<file path="src/rtl/fetch_if.sv">
// Fetch-stage bundle: pipeline control in, instruction memory port, IF/ID register out.
// FETCH_PERF_CNT_EN adds the fetch/bubble performance counter outputs.
interface fetch_if;
  logic        stall;
  logic        branch_taken;
  logic [15:0] branch_target;
  logic [15:0] imem_addr;
  logic [15:0] imem_data;
  logic [15:0] if_instr;
  logic [15:0] if_pc;
  logic        if_valid;
  logic        halted;
  logic        fault;
`ifdef FETCH_PERF_CNT_EN
  logic [15:0] fetch_count;
  logic [15:0] bubble_count;

  modport master (
    input  stall, branch_taken, branch_target, imem_data,
    output imem_addr, if_instr, if_pc, if_valid, halted, fault,
    output fetch_count, bubble_count
  );
  modport slave (
    output stall, branch_taken, branch_target, imem_data,
    input  imem_addr, if_instr, if_pc, if_valid, halted, fault,
    input  fetch_count, bubble_count
  );
`else
  modport master (
    input  stall, branch_taken, branch_target, imem_data,
    output imem_addr, if_instr, if_pc, if_valid, halted, fault
  );
  modport slave (
    output stall, branch_taken, branch_target, imem_data,
    input  imem_addr, if_instr, if_pc, if_valid, halted, fault
  );
`endif
endinterface

</file>
<file path="src/rtl/fetch_sequencer.sv">
// Instruction-fetch controller: owns the PC, fills IF/ID, handles stall/redirect/halt/range fault.
// Optional FETCH_PERF_CNT_EN adds saturating fetch_count/bubble_count outputs.
module fetch_sequencer #(
  parameter logic [15:0] RESET_PC  = 16'h0000,
  parameter int          MEM_DEPTH = 27,
  parameter logic [15:0] HALT_WORD = 16'hEBCF
) (
  input logic     clk,
  input logic     rst,
  fetch_if.master bus
);
  typedef enum logic [1:0] {BOOT, RUN, HALT, FAULT} state_t;

  localparam logic [16:0] DEPTH_LIM = 17'(MEM_DEPTH);

  state_t      state_reg, state_next;
  logic [15:0] pc_reg, pc_next;
  logic [15:0] instr_reg, instr_next;
  logic [15:0] ipc_reg, ipc_next;
  logic        valid_reg, valid_next;
  logic        halted_reg, halted_next;
  logic        fault_reg, fault_next;
  logic [15:0] word_idx;
  logic [15:0] redirect_pc;
  logic        in_range;
  logic        unused_tgt_lsb;

  assign word_idx    = {1'b0, pc_reg[15:1]};
  assign in_range    = ({1'b0, word_idx} < DEPTH_LIM);
  assign redirect_pc = {bus.branch_target[15:1], 1'b0};
  // Target bit 0 is discarded: instructions are always halfword aligned.
  assign unused_tgt_lsb = bus.branch_target[0];

  always_ff @(posedge clk or negedge rst) begin
    if (!rst) begin
      state_reg  <= BOOT;
      pc_reg     <= RESET_PC;
      instr_reg  <= 16'h0000;
      ipc_reg    <= 16'h0000;
      valid_reg  <= 1'b0;
      halted_reg <= 1'b0;
      fault_reg  <= 1'b0;
    end else begin
      state_reg  <= state_next;
      pc_reg     <= pc_next;
      instr_reg  <= instr_next;
      ipc_reg    <= ipc_next;
      valid_reg  <= valid_next;
      halted_reg <= halted_next;
      fault_reg  <= fault_next;
    end
  end

  always_comb begin
    state_next  = state_reg;
    pc_next     = pc_reg;
    instr_next  = instr_reg;
    ipc_next    = ipc_reg;
    valid_next  = valid_reg;
    halted_next = halted_reg;
    fault_next  = fault_reg;
    case (state_reg)
      BOOT: state_next = RUN;
      RUN: begin
        if (bus.branch_taken) begin
          pc_next    = redirect_pc;
          valid_next = 1'b0;
        end else if (bus.stall) begin
          valid_next = valid_reg;
        end else if (!in_range) begin
          fault_next = 1'b1;
          valid_next = 1'b0;
          state_next = FAULT;
        end else begin
          instr_next = bus.imem_data;
          ipc_next   = pc_reg;
          valid_next = 1'b1;
          // The PC parks on the halt word so a later redirect is the only way on.
          if (bus.imem_data == HALT_WORD) begin
            halted_next = 1'b1;
            state_next  = HALT;
          end else begin
            pc_next = pc_reg + 16'd2;
          end
        end
      end
      HALT: begin
        if (bus.branch_taken) begin
          pc_next     = redirect_pc;
          valid_next  = 1'b0;
          halted_next = 1'b0;
          state_next  = RUN;
        end else if (!(bus.stall && valid_reg)) begin
          valid_next = 1'b0;
        end
      end
      FAULT: begin
        if (bus.branch_taken) begin
          pc_next    = redirect_pc;
          fault_next = 1'b0;
          state_next = RUN;
        end
      end
      default: state_next = BOOT;
    endcase
  end

  assign bus.imem_addr = word_idx;
  assign bus.if_instr  = instr_reg;
  assign bus.if_pc     = ipc_reg;
  assign bus.if_valid  = valid_reg;
  assign bus.halted    = halted_reg;
  assign bus.fault     = fault_reg;

`ifdef FETCH_PERF_CNT_EN
  logic [1:0]  cnt_inc;
  logic [15:0] cnt_reg [2];

  // Index 0 counts real fetches; index 1 counts every other RUN/HALT edge.
  assign cnt_inc[0] = (state_reg == RUN) && !bus.branch_taken && !bus.stall && in_range;
  assign cnt_inc[1] = (state_reg == HALT) || ((state_reg == RUN) && !cnt_inc[0]);

  for (genvar gi = 0; gi < 2; gi++) begin : g_perf
    always_ff @(posedge clk or negedge rst) begin
      if (!rst) begin
        cnt_reg[gi] <= 16'h0000;
      end else if (cnt_inc[gi] && (cnt_reg[gi] != 16'hFFFF)) begin
        cnt_reg[gi] <= cnt_reg[gi] + 16'd1;
      end
    end
  end

  assign bus.fetch_count  = cnt_reg[0];
  assign bus.bubble_count = cnt_reg[1];
`endif
endmodule
</file>
<file path="src/flat_wrapper.sv">
// flat-port wrapper written by rule: the top's interface ports become plain ports
module fetch_sequencer_flat 
#(
  parameter logic [15:0] RESET_PC  = 16'h0000,
  parameter int          MEM_DEPTH = 27,
  parameter logic [15:0] HALT_WORD = 16'hEBCF
)
  (clk, rst, bus_stall, bus_branch_taken, bus_branch_target, bus_imem_data, bus_imem_addr, bus_if_instr, bus_if_pc, bus_if_valid, bus_halted, bus_fault);
  fetch_if bus_i ();
  input logic clk;
  input logic rst;
  input wire logic [$bits(bus_i.stall)-1:0] bus_stall;
  input wire logic [$bits(bus_i.branch_taken)-1:0] bus_branch_taken;
  input wire logic [$bits(bus_i.branch_target)-1:0] bus_branch_target;
  input wire logic [$bits(bus_i.imem_data)-1:0] bus_imem_data;
  output wire logic [$bits(bus_i.imem_addr)-1:0] bus_imem_addr;
  output wire logic [$bits(bus_i.if_instr)-1:0] bus_if_instr;
  output wire logic [$bits(bus_i.if_pc)-1:0] bus_if_pc;
  output wire logic [$bits(bus_i.if_valid)-1:0] bus_if_valid;
  output wire logic [$bits(bus_i.halted)-1:0] bus_halted;
  output wire logic [$bits(bus_i.fault)-1:0] bus_fault;
  assign bus_i.stall = bus_stall;
  assign bus_i.branch_taken = bus_branch_taken;
  assign bus_i.branch_target = bus_branch_target;
  assign bus_i.imem_data = bus_imem_data;
  assign bus_imem_addr = bus_i.imem_addr;
  assign bus_if_instr = bus_i.if_instr;
  assign bus_if_pc = bus_i.if_pc;
  assign bus_if_valid = bus_i.if_valid;
  assign bus_halted = bus_i.halted;
  assign bus_fault = bus_i.fault;
  fetch_sequencer #(.RESET_PC(RESET_PC), .MEM_DEPTH(MEM_DEPTH), .HALT_WORD(HALT_WORD)) u_core (.clk(clk), .rst(rst), .bus(bus_i));
endmodule
</file>
<file path="config.mk">
export PLATFORM = sky130hd
export DESIGN_NAME = fetch_sequencer_flat
export DESIGN_NICKNAME = d
export VERILOG_FILES = /design/src/rtl/fetch_if.sv /design/src/rtl/fetch_sequencer.sv /design/src/flat_wrapper.sv
export SDC_FILE = /design/constraint.sdc
export NUM_CORES = 1
export LEC_CHECK = 0
export BUFFER_PORTS_ARGS = -buffer_cell sky130_fd_sc_hd__buf_4
export CORE_MARGIN = 3
export CORE_UTILIZATION = 44
export DETAILED_ROUTE_END_ITERATION = 12
export GPL_TIMING_DRIVEN = 0
export PLACE_DENSITY = 0.75
export SYNTH_ARGS = -nofsm -noshare
export SYNTH_HDL_FRONTEND = slang
export SYNTH_SLANG_ARGS = --single-unit
</file>
<file path="constraint.sdc">
create_clock -name clk -period 2.03 [get_ports clk]
set_input_delay 0.1015 -clock clk [delete_from_list [all_inputs] [get_ports clk]]
set_output_delay 0.1015 -clock clk [all_outputs]
set_load 0.005 [all_outputs]
</file>
---- Word level (Yosys, flattened, before mapping) ----
Index checks and enable logic that the tools add are counted.
operators by class
  add/sub/neg operators ................... 1
  order comparisons ....................... 1
  eq/ne operators ......................... 17
  mux-type cells .......................... 28
  bitwise gates (word level) .............. 2
  reductions and logical operators ........ 12
operators with widths
  cell                                                          number
  2-to-1 mux 16 bit                                             5
  one-hot mux 16 bit (2 select lines)                           1
  adder 16 x 2 -> 16 bit (second input constant)                1
  == test 16 bit (second input constant)                        1
  less-than comparator 15 x 5 -> 1 bit (second input constant)  1
  2-to-1 mux 1 bit                                              13
  != test 3 bit (second input constant)                         4
  2-to-1 mux 2 bit                                              5
  != test 2 bit (second input constant)                         5
  AND reduction 5 bit                                           2
  AND reduction 4 bit                                           2
  != test 2 x 1 -> 1 bit (second input constant)                3
  one-hot mux 1 bit (2 select lines)                            3
  one-hot mux 2 bit (3 select lines)                            1
  AND reduction 6 bit                                           1
  nonzero test 2 bit                                            3
  == test 2 bit (second input constant)                         2
  != test 3 x 2 -> 1 bit (second input constant)                1
  AND reduction 3 bit                                           1
  == test 2 x 1 -> 1 bit (second input constant)                1
  zero test 2 bit                                               1
  inverter 1 bit                                                2
  OR reduction 2 bit                                            1
  logical AND 1 bit                                             1
storage, ports and cells
  bits in registers ....................... 53
  bits of input ports ..................... 36
  output and inout bits ................... 51
  logic and storage cells ................. 68

---- Longest topological paths before layout ----
Gate-level depths: netlist of run 1.
  depth in word-level cells ............... 6
  gate-level depth with buffers ........... 8
  mapped depth without buffers ............ 6

---- Worst setup path after synthesis of run 1 ----
Ideal clock, no wire load.
  kind .................................... register -> register
  start point ............................. reg u_core.state_reg[0]
  end point ............................... reg u_core.pc_reg[9]
  setup time .............................. 66 ps
  arrival time ............................ 1872 ps
  required time ........................... 1964 ps
  path slack .............................. 92 ps
  cell stages (with the launch flop) ...... 9
  path buffers ............................ 2
  period minus slack after synthesis ...... 1938 ps
  cell sequence ........................... dfrtp_1 > inv_1 > ha_1 > clkbuf_1 > or3_1 > buf_2 > or3_1 > o21ai_1 > a22o_1
between the ends
  longest elaborated chain between the ends .. 4
  elaborated cells between the ends (all ways) .. 11
  those cells by class .................... 7 x eq/ne; 1 x mux; 3 x reduce/logical
RTL lines
  element                                                                 line                   text
  start: declaration                                                      fetch_sequencer.sv:16  state_t state_reg, state_next;
  start signal: assignment                                                fetch_sequencer.sv:44  state_reg <= state_next;
  == test 2 bit                                                           fetch_sequencer.sv:62  case (state_reg)
  OR reduction 2 bit (no line)                                            n/a
  != test 2 x 1 -> 1 bit (no line) or nonzero test 2 bit (tied branches)  n/a
  AND reduction 5 bit (no line)                                           n/a
  end signal: assignment                                                  fetch_sequencer.sv:45  pc_reg <= pc_next;
  end: declaration                                                        fetch_sequencer.sv:17  logic [15:0] pc_reg, pc_next;
Several ways; a longest one is shown, not always the timed one.
A chain may end at the register's enable or synchronous reset.

---- Final worst setup path of run 1 ----
  start point ............................. reg u_core.state_reg[1]
  end point ............................... reg u_core.pc_reg[13]
Same word-level chain as after synthesis.

==> summary.txt, run 1 <==
Synthesis
  • Top cell type's share of synthesized area: 53.9%
  • Synth area leaders: dfrtp_1 (54%), mux2_1 (9.0%), nor2b_1 (2.6%)
  • Cells after Synth: 208
  • Ys flop type: dfrtp_1
  • FF+latch count, synth: 51
  • Syn_area_per_cell: 11.4 um^2
  • Synth Warn #: 0
  • Fraction of registers with async set/reset: 100%
  • Area leader, netlist: dfrtp_1
  • Mapped Area: 2370 um^2
  • Library cells used by synthesis: 48
  • Seq/Total Area, Yosys: 53.9%
  • EDFF count, synth: 0

Finish
  • Antenna Cells: 0
  • Most frequent cells in the layout: buf_4 (88), dfrtp_1 (47), mux2_1 (19), nand2_1 (13), nor2_1 (13)
  • Multi-input gate area: 1110 um^2
  • Layout cell share with drive strength beyond 1: 41.3%
  • Non-Filler Instances: 373
  • Final nets: 342
  • Max reg flops: 16
  • Register area: 1280 um^2
  • Fin util: 64.5%
  • Fillers: 421
  • Area Overhead vs Synth: 40.7%
  • Most common cell after layout, fill and taps aside: buf_4

Setup path
  • R2R Path End: u_core.pc_reg[13]
  • Worst R2R Path Depth: 6
  • Crit Path Max Fanout: 10
  • R2R setup slack: 0.08 ns
  • Worst Path Arrival: 2.15 ns
  • Worst EP required: 2.23 ns
  • Crit path capture type: register
  • Worst R2R Start: u_core.state_reg[1]
  • CP Launch Type: register
  • Crit Path Category: register to register

Min path
  • Worst hold stages: 2
  • Worst min path class: input pin to register
  • Hold endpoint: u_core.bus.if_instr[5]
  • Hold path start: bus_imem_data[5]

Detailed routing
  • Starting DRT DRC Count: 142
  • Total Routed Length: 5.89 mm
  • Post-route ant nets: 0
  • First-pass detailed-route iteration total: 4
  • Vias: 2006
  • Routed WL per cell: 15.8 um
  • Via/cell ratio: 5.38
  • DRC: 0

Place
  • Gpl congestion: 0.905
  • Placed cells: 362
  • IO buf count: 83
  • Dpl hpwl: 4.16 mm

Global routing
  • First-pass GRT wire length: 9.58 mm
  • GRT overflow: 0
  • Largest net degree at the start of global routing: 52
  • GR Util All Layers: 19.4%
  • Antenna violations before repair: 0
  • Vias in the first global route: 1992

Pwr
  • Pleak: 1.66 nW
  • Clk pwr share: 19.3%
  • Switching portion of total power: 36.3%
  • P_sw: 1.09 mW
  • Reg power frac: 47.2%
  • Comb power frac: 33.5%
  • Power Density: 904 nW/um^2
  • Peak VDD IR: 0.446 mV
  • Internal: 1.92 mW
  • Pwr Total: 3.01 mW

STA
  • Slew headroom: 37.7%
  • Least-Margin Pin Slew: 0.926 ns
  • Min cycle time layout: 1.95 ns
  • RSZ-0062 raised after global routing: no
  • TNS Setup: 0 ns
  • Hold WS: 0.0170 ns
  • Max Fclk: 512 MHz
  • Final worst-path cycle share: 96.3%
  • Hold Fails Final Rpt: 0
  • Final Skew: 0.00322 ns
  • Setup violators final: 0
  • Fin. max-slew vios: 0

CTS
  • Later-pin clock latency in the skew report: 0.31 ns
  • Max Buffers Root-to-Sink: 2
  • Number of buffers created by CTS: 5
  • Reg clk slew, reported paths: 0.09 ns
  • CTS tree: yes
  • TritonCTS Sinks: 51
  • Clock Tree Root: clkbuf_8
  • Htree depth: 2

Run
  • Maxcap violations: 0

Die
  • Die Wd: 79.4 um
  • Num rows: 26
  • Die Height: 79.4 um
  • Die ar.: 6300 um^2
  • Core Area: 5170 um^2
  • I/O Pins: 87
  • Starting Density: 45.8%

Outcome
  • Outcome: completed
-- metrics by stage --
| step | cell area [um^2] | worst slack (ns) |
|---|---|---|
| floorplan | 2370 | 0.0921 |
| global placement | 3080 | -0.159 |
| detailed placement | 3080 | -0.188 |
| CTS | 3230 | 0.00976 |
| global route | 3330 | 0.00468 |
| finish | 3330 | 0.0754 |
-- cell families after synthesis --
kind of cell	Yosys count	share of synthesized area, %
simple gates	64	15.2
flops	51	53.9
compound gates	45	13.4
mux	23	11.0
buf+inv	20	4.28
fa+ha+maj	4	2.11
other cells	1	0.158
-- power by group through the flow --
stage	clock network [mW]	logic (mW)	registers, mW
finish	0.581	1.01	1.42
global route	0.642	1.12	1.45
CTS	0.597	0.917	1.40
detailed placement	0	0.880	1.40
global placement	0	0.867	1.39
floorplan	0	0.480	1.36
-- cell type report --
class                      count  area share [%]
sequential                    51            38.4
multi-input combinational    138            33.3
timing repair buffer          87            19.7
tap                           70            2.63
buffer                        10            2.33
clock buffer                   5            2.06
inverter                       9            1.01
clock inverter                 3           0.600
-- worst max path at each step --
stage | from | endpoint | slack (ns) | cells after the start
floorplan | u_core.state_reg[0] | u_core.pc_reg[9] | 0.09 | 8
global placement | u_core.pc_reg[7] | u_core.bus.if_instr[4] | -0.16 | 5
detailed placement | u_core.pc_reg[7] | u_core.bus.if_instr[11] | -0.19 | 5
CTS | u_core.pc_reg[6] | u_core.bus.if_instr[11] | 0.01 | 5
global route | u_core.state_reg[1] | u_core.pc_reg[10] | 0.005 | 7
finish | u_core.state_reg[1] | u_core.pc_reg[13] | 0.08 | 6
-- routing by layer --
metal	up-vias	part of all wire, %	wire length, um	GRT usage (%)
met3	6	5.2	309	3.61
met2	69	51	2970	33.1
met5	-	0	0	0
li1	947	-	-	-
met4	0	1.3	77	6.36
met1	984	43	2530	24.8
-- synthesized netlist by cell type (3+ instances only) --
library cell	number
inv_1	9
dfrtp_1	51
nor2b_1	10
a22o_1	3
buf_2	3
o2111ai_1	3
o22ai_1	8
ha_1	4
mux2_1	19
buf_4	4
nand4_1	6
a21oi_1	11
clkbuf_1	3
nor2_1	13
o21ai_0	4
nand3_1	4
nand2_1	13
-- critical path, stage by stage, from the launching register on --
cell     delay [ns]
dfrtp_2        0.46
ha_4           0.20
or3_1          0.37
buf_6          0.16
or3_4          0.43
o22ai_1        0.14
a21oi_1        0.09
-- timing repair --
item,4_1_cts,5_1_grt
cloned,0,0
pin swaps,1,4
buffers inserted,1,2
hold endpoints to repair,51,0
resized for setup,8,20
hold buffers,1,0
setup endpoints to repair,32,43
Note: power is estimated with default switching activity, not from simulation.
==> run 2, diff against run 1 <==
--- a/config.mk
+++ b/config.mk
@@ -6,11 +6,14 @@
 export NUM_CORES = 1
 export LEC_CHECK = 0
 export BUFFER_PORTS_ARGS = -buffer_cell sky130_fd_sc_hd__buf_4
+export CAP_MARGIN = 30
 export CORE_MARGIN = 3
 export CORE_UTILIZATION = 44
 export DETAILED_ROUTE_END_ITERATION = 12
 export GPL_TIMING_DRIVEN = 0
 export PLACE_DENSITY = 0.75
+export REMOVE_ABC_BUFFERS = 1
+export SLEW_MARGIN = 15
 export SYNTH_ARGS = -nofsm -noshare
 export SYNTH_HDL_FRONTEND = slang
 export SYNTH_SLANG_ARGS = --single-unit
==> summary.txt, run 2 (synthesis results as in run 1) <==
Place
  • Dpl hpwl: 4.02 mm (was 4.16 mm)
  • IO buf count: 83 (unchanged)
  • Post-Place Cell Area: 3070 um^2 (was 3080 um^2)
  • Gpl congestion: 0.808 (was 0.905)

Setup path
  • Worst EP required: 2.23 ns (about the same)
  • Crit path capture type: register (unchanged)
  • Worst Path Arrival: 2.16 ns (was 2.15 ns)
  • Crit Path Category: register to register (unchanged)
  • CP Launch Type: register (unchanged)
  • R2R setup slack: 0.07 ns (was 0.08 ns)
  • Crit Path Max Fanout: 15 (was 10)

Global routing
  • Largest net degree at the start of global routing: 52 (unchanged)
  • Vias in the first global route: 1968 (was 1992)
  • GR Util All Layers: 17.9% (was 19.4%)
  • GRT overflow: 0 (unchanged)
  • Antenna violations before repair: 0 (unchanged)
  • First-pass GRT wire length: 9.02 mm (was 9.58 mm)

Pwr
  • Power Density: 903 nW/um^2 (was 904 nW/um^2)
  • Pleak: 1.64 nW (was 1.66 nW)
  • Peak VDD IR: 0.477 mV (was 0.446 mV)
  • Pwr Total: 2.94 mW (was 3.01 mW)

STA
  • Fin. max-slew vios: 0 (unchanged)
  • Hold Fails Final Rpt: 0 (unchanged)
  • TNS Setup: 0 ns (unchanged)
  • Min cycle time layout: 1.96 ns (was 1.95 ns)
  • Final Skew: 0.00650 ns (was 0.00322 ns)
  • Final worst-path cycle share: 96.4% (was 96.3%)
  • Least-Margin Pin Slew: 0.934 ns (was 0.926 ns)
  • RSZ-0062 raised after global routing: yes (was no)
  • Setup violators final: 0 (unchanged)
  • Slew headroom: 37.2% (was 37.7%)
  • Max Fclk: 511 MHz (was 512 MHz)

Finish
  • Max reg flops: 16 (unchanged)
  • Fin area: 3260 um^2 (was 3330 um^2)
  • Most common cell after layout, fill and taps aside: buf_4 (unchanged)
  • Area Overhead vs Synth: 37.6% (was 40.7%)
  • Most frequent cells in the layout: buf_4 (85), dfrtp_1 (47), mux2_1 (19), nand2_1 (13), nor2_1 (13) (was buf_4 (88), dfrtp_1 (47), mux2_1 (19), nand2_1 (13), nor2_1 (13))
  • Layout cell share with drive strength beyond 1: 38.8% (was 41.3%)
  • Register area: 1280 um^2 (unchanged)
  • Final nets: 333 (was 342)
  • Fillers: 417 (was 421)
  • Antenna Cells: 0 (unchanged)
  • Multi-input gate area: 1070 um^2 (was 1110 um^2)

Detailed routing
  • Starting DRT DRC Count: 60 (was 142)
  • Post-route ant nets: 0 (unchanged)
  • Total Routed Length: 5.52 mm (was 5.89 mm)
  • Via/cell ratio: 5.34 (was 5.38)
  • Vias: 1944 (was 2006)
  • DRC: 0 (unchanged)
  • First-pass detailed-route iteration total: 4 (unchanged)
  • Routed WL per cell: 15.2 um (was 15.8 um)

CTS
  • Reg clk slew, reported paths: 0.09 ns (about the same)
  • CTS tree: yes (unchanged)
  • Clock Tree Root: clkbuf_8 (unchanged)
  • Max Buffers Root-to-Sink: 2 (unchanged)
  • TritonCTS Sinks: 51 (unchanged)
  • Later-pin clock latency in the skew report: 0.31 ns (about the same)
  • Htree depth: 2 (unchanged)
  • Number of buffers created by CTS: 5 (unchanged)

Die
  • I/O Pins: 87 (unchanged)
  • Core Area: 5170 um^2 (unchanged)
  • Die Height: 79.4 um (unchanged)
  • Die Wd: 79.4 um (unchanged)
  • Starting Density: 45.8% (unchanged)
  • Num rows: 26 (unchanged)
  • Die ar.: 6300 um^2 (unchanged)

Min path
  • Worst min path class: input pin to register (unchanged)

Run
  • Maxcap violations: 0 (unchanged)

Outcome
  • Outcome: completed (unchanged)
-- run 2: cell types whose count changed in the layout (fill, tap and decap cells not counted), sizes merged --
cell / delta
buf: -7
clkinvlp: -2
-- run 2: what timing repair did --
item                                   in CTS  in global routing
hold buffers                                1                  0
setup endpoints to repair                  30                 21
gates resized for setup                    12                  4
endpoints found under the hold margin      51                  0
setup buffers                               1                  1
pin swaps                                   3                  1
-- run 2: per-layer routing --
layer	track usage (%)	part of all wire, %	wire, um	vias up
met2	29.5	47	2620	74
met4	5.33	1.2	64	0
met3	6.66	9.1	505	8
met5	0	0	0	-
li1	-	-	-	924
met1	22.0	42	2330	938
-- run 2: cell type report --
class,instances,area share [%]
Clock inverter,1,0.269
Tap cell,70,2.69
Multi-Input combinational cell,138,32.8
Sequential cell,51,39.3
Clock buffer,7,2.65
Inverter,9,1.04
Timing Repair Buffer,88,21.3
-- run 2: final timing paths --
kind                                         from                      to  cells past startpoint
setup / recovery              u_core.state_reg[1]        u_core.pc_reg[2]                      6
hold / removal                   bus_imem_data[4]  u_core.bus.if_instr[4]                      2
setup reg to reg              u_core.state_reg[1]        u_core.pc_reg[2]                      6
hold reg to reg            u_core.bus.if_instr[2]  u_core.bus.if_instr[2]                      1
max in group asynchronous                     rst        u_core.pc_reg[7]                      2
min in group asynchronous                     rst       u_core.pc_reg[14]                      2
-- run 2: through the flow --
stage                     hold WS, ns  utilization, %  setup slack (ns)  std cells
final                          0.0142            63.1            0.0725        364
after global routing           0.0125            63.1           -0.0394        364
after CTS                     0.00918            62.5            0.0301        363
after detailed placement        0.175            59.4            -0.190        353
after global placement          0.179            58.3             -1.47        351
after floorplan                -0.194               -            -0.729        198
-- run 2: where the power goes --
part	total [mW]	internal, mW	switching, mW	leakage, nW
Clock	0.613	0.280	0.334	0.0484
Combinational	0.927	0.469	0.458	0.942
Sequential	1.40	1.17	0.237	0.651
-- run 2: worst max-delay path, cell delays in order (launching register included) --
cell and delay [ns]:
dfrtp_1 0.42, inv_1 0.07, ha_1 0.27, nand2b_1 0.18, nor3_2 0.27, a31o_4 0.33, mux2_4 0.32
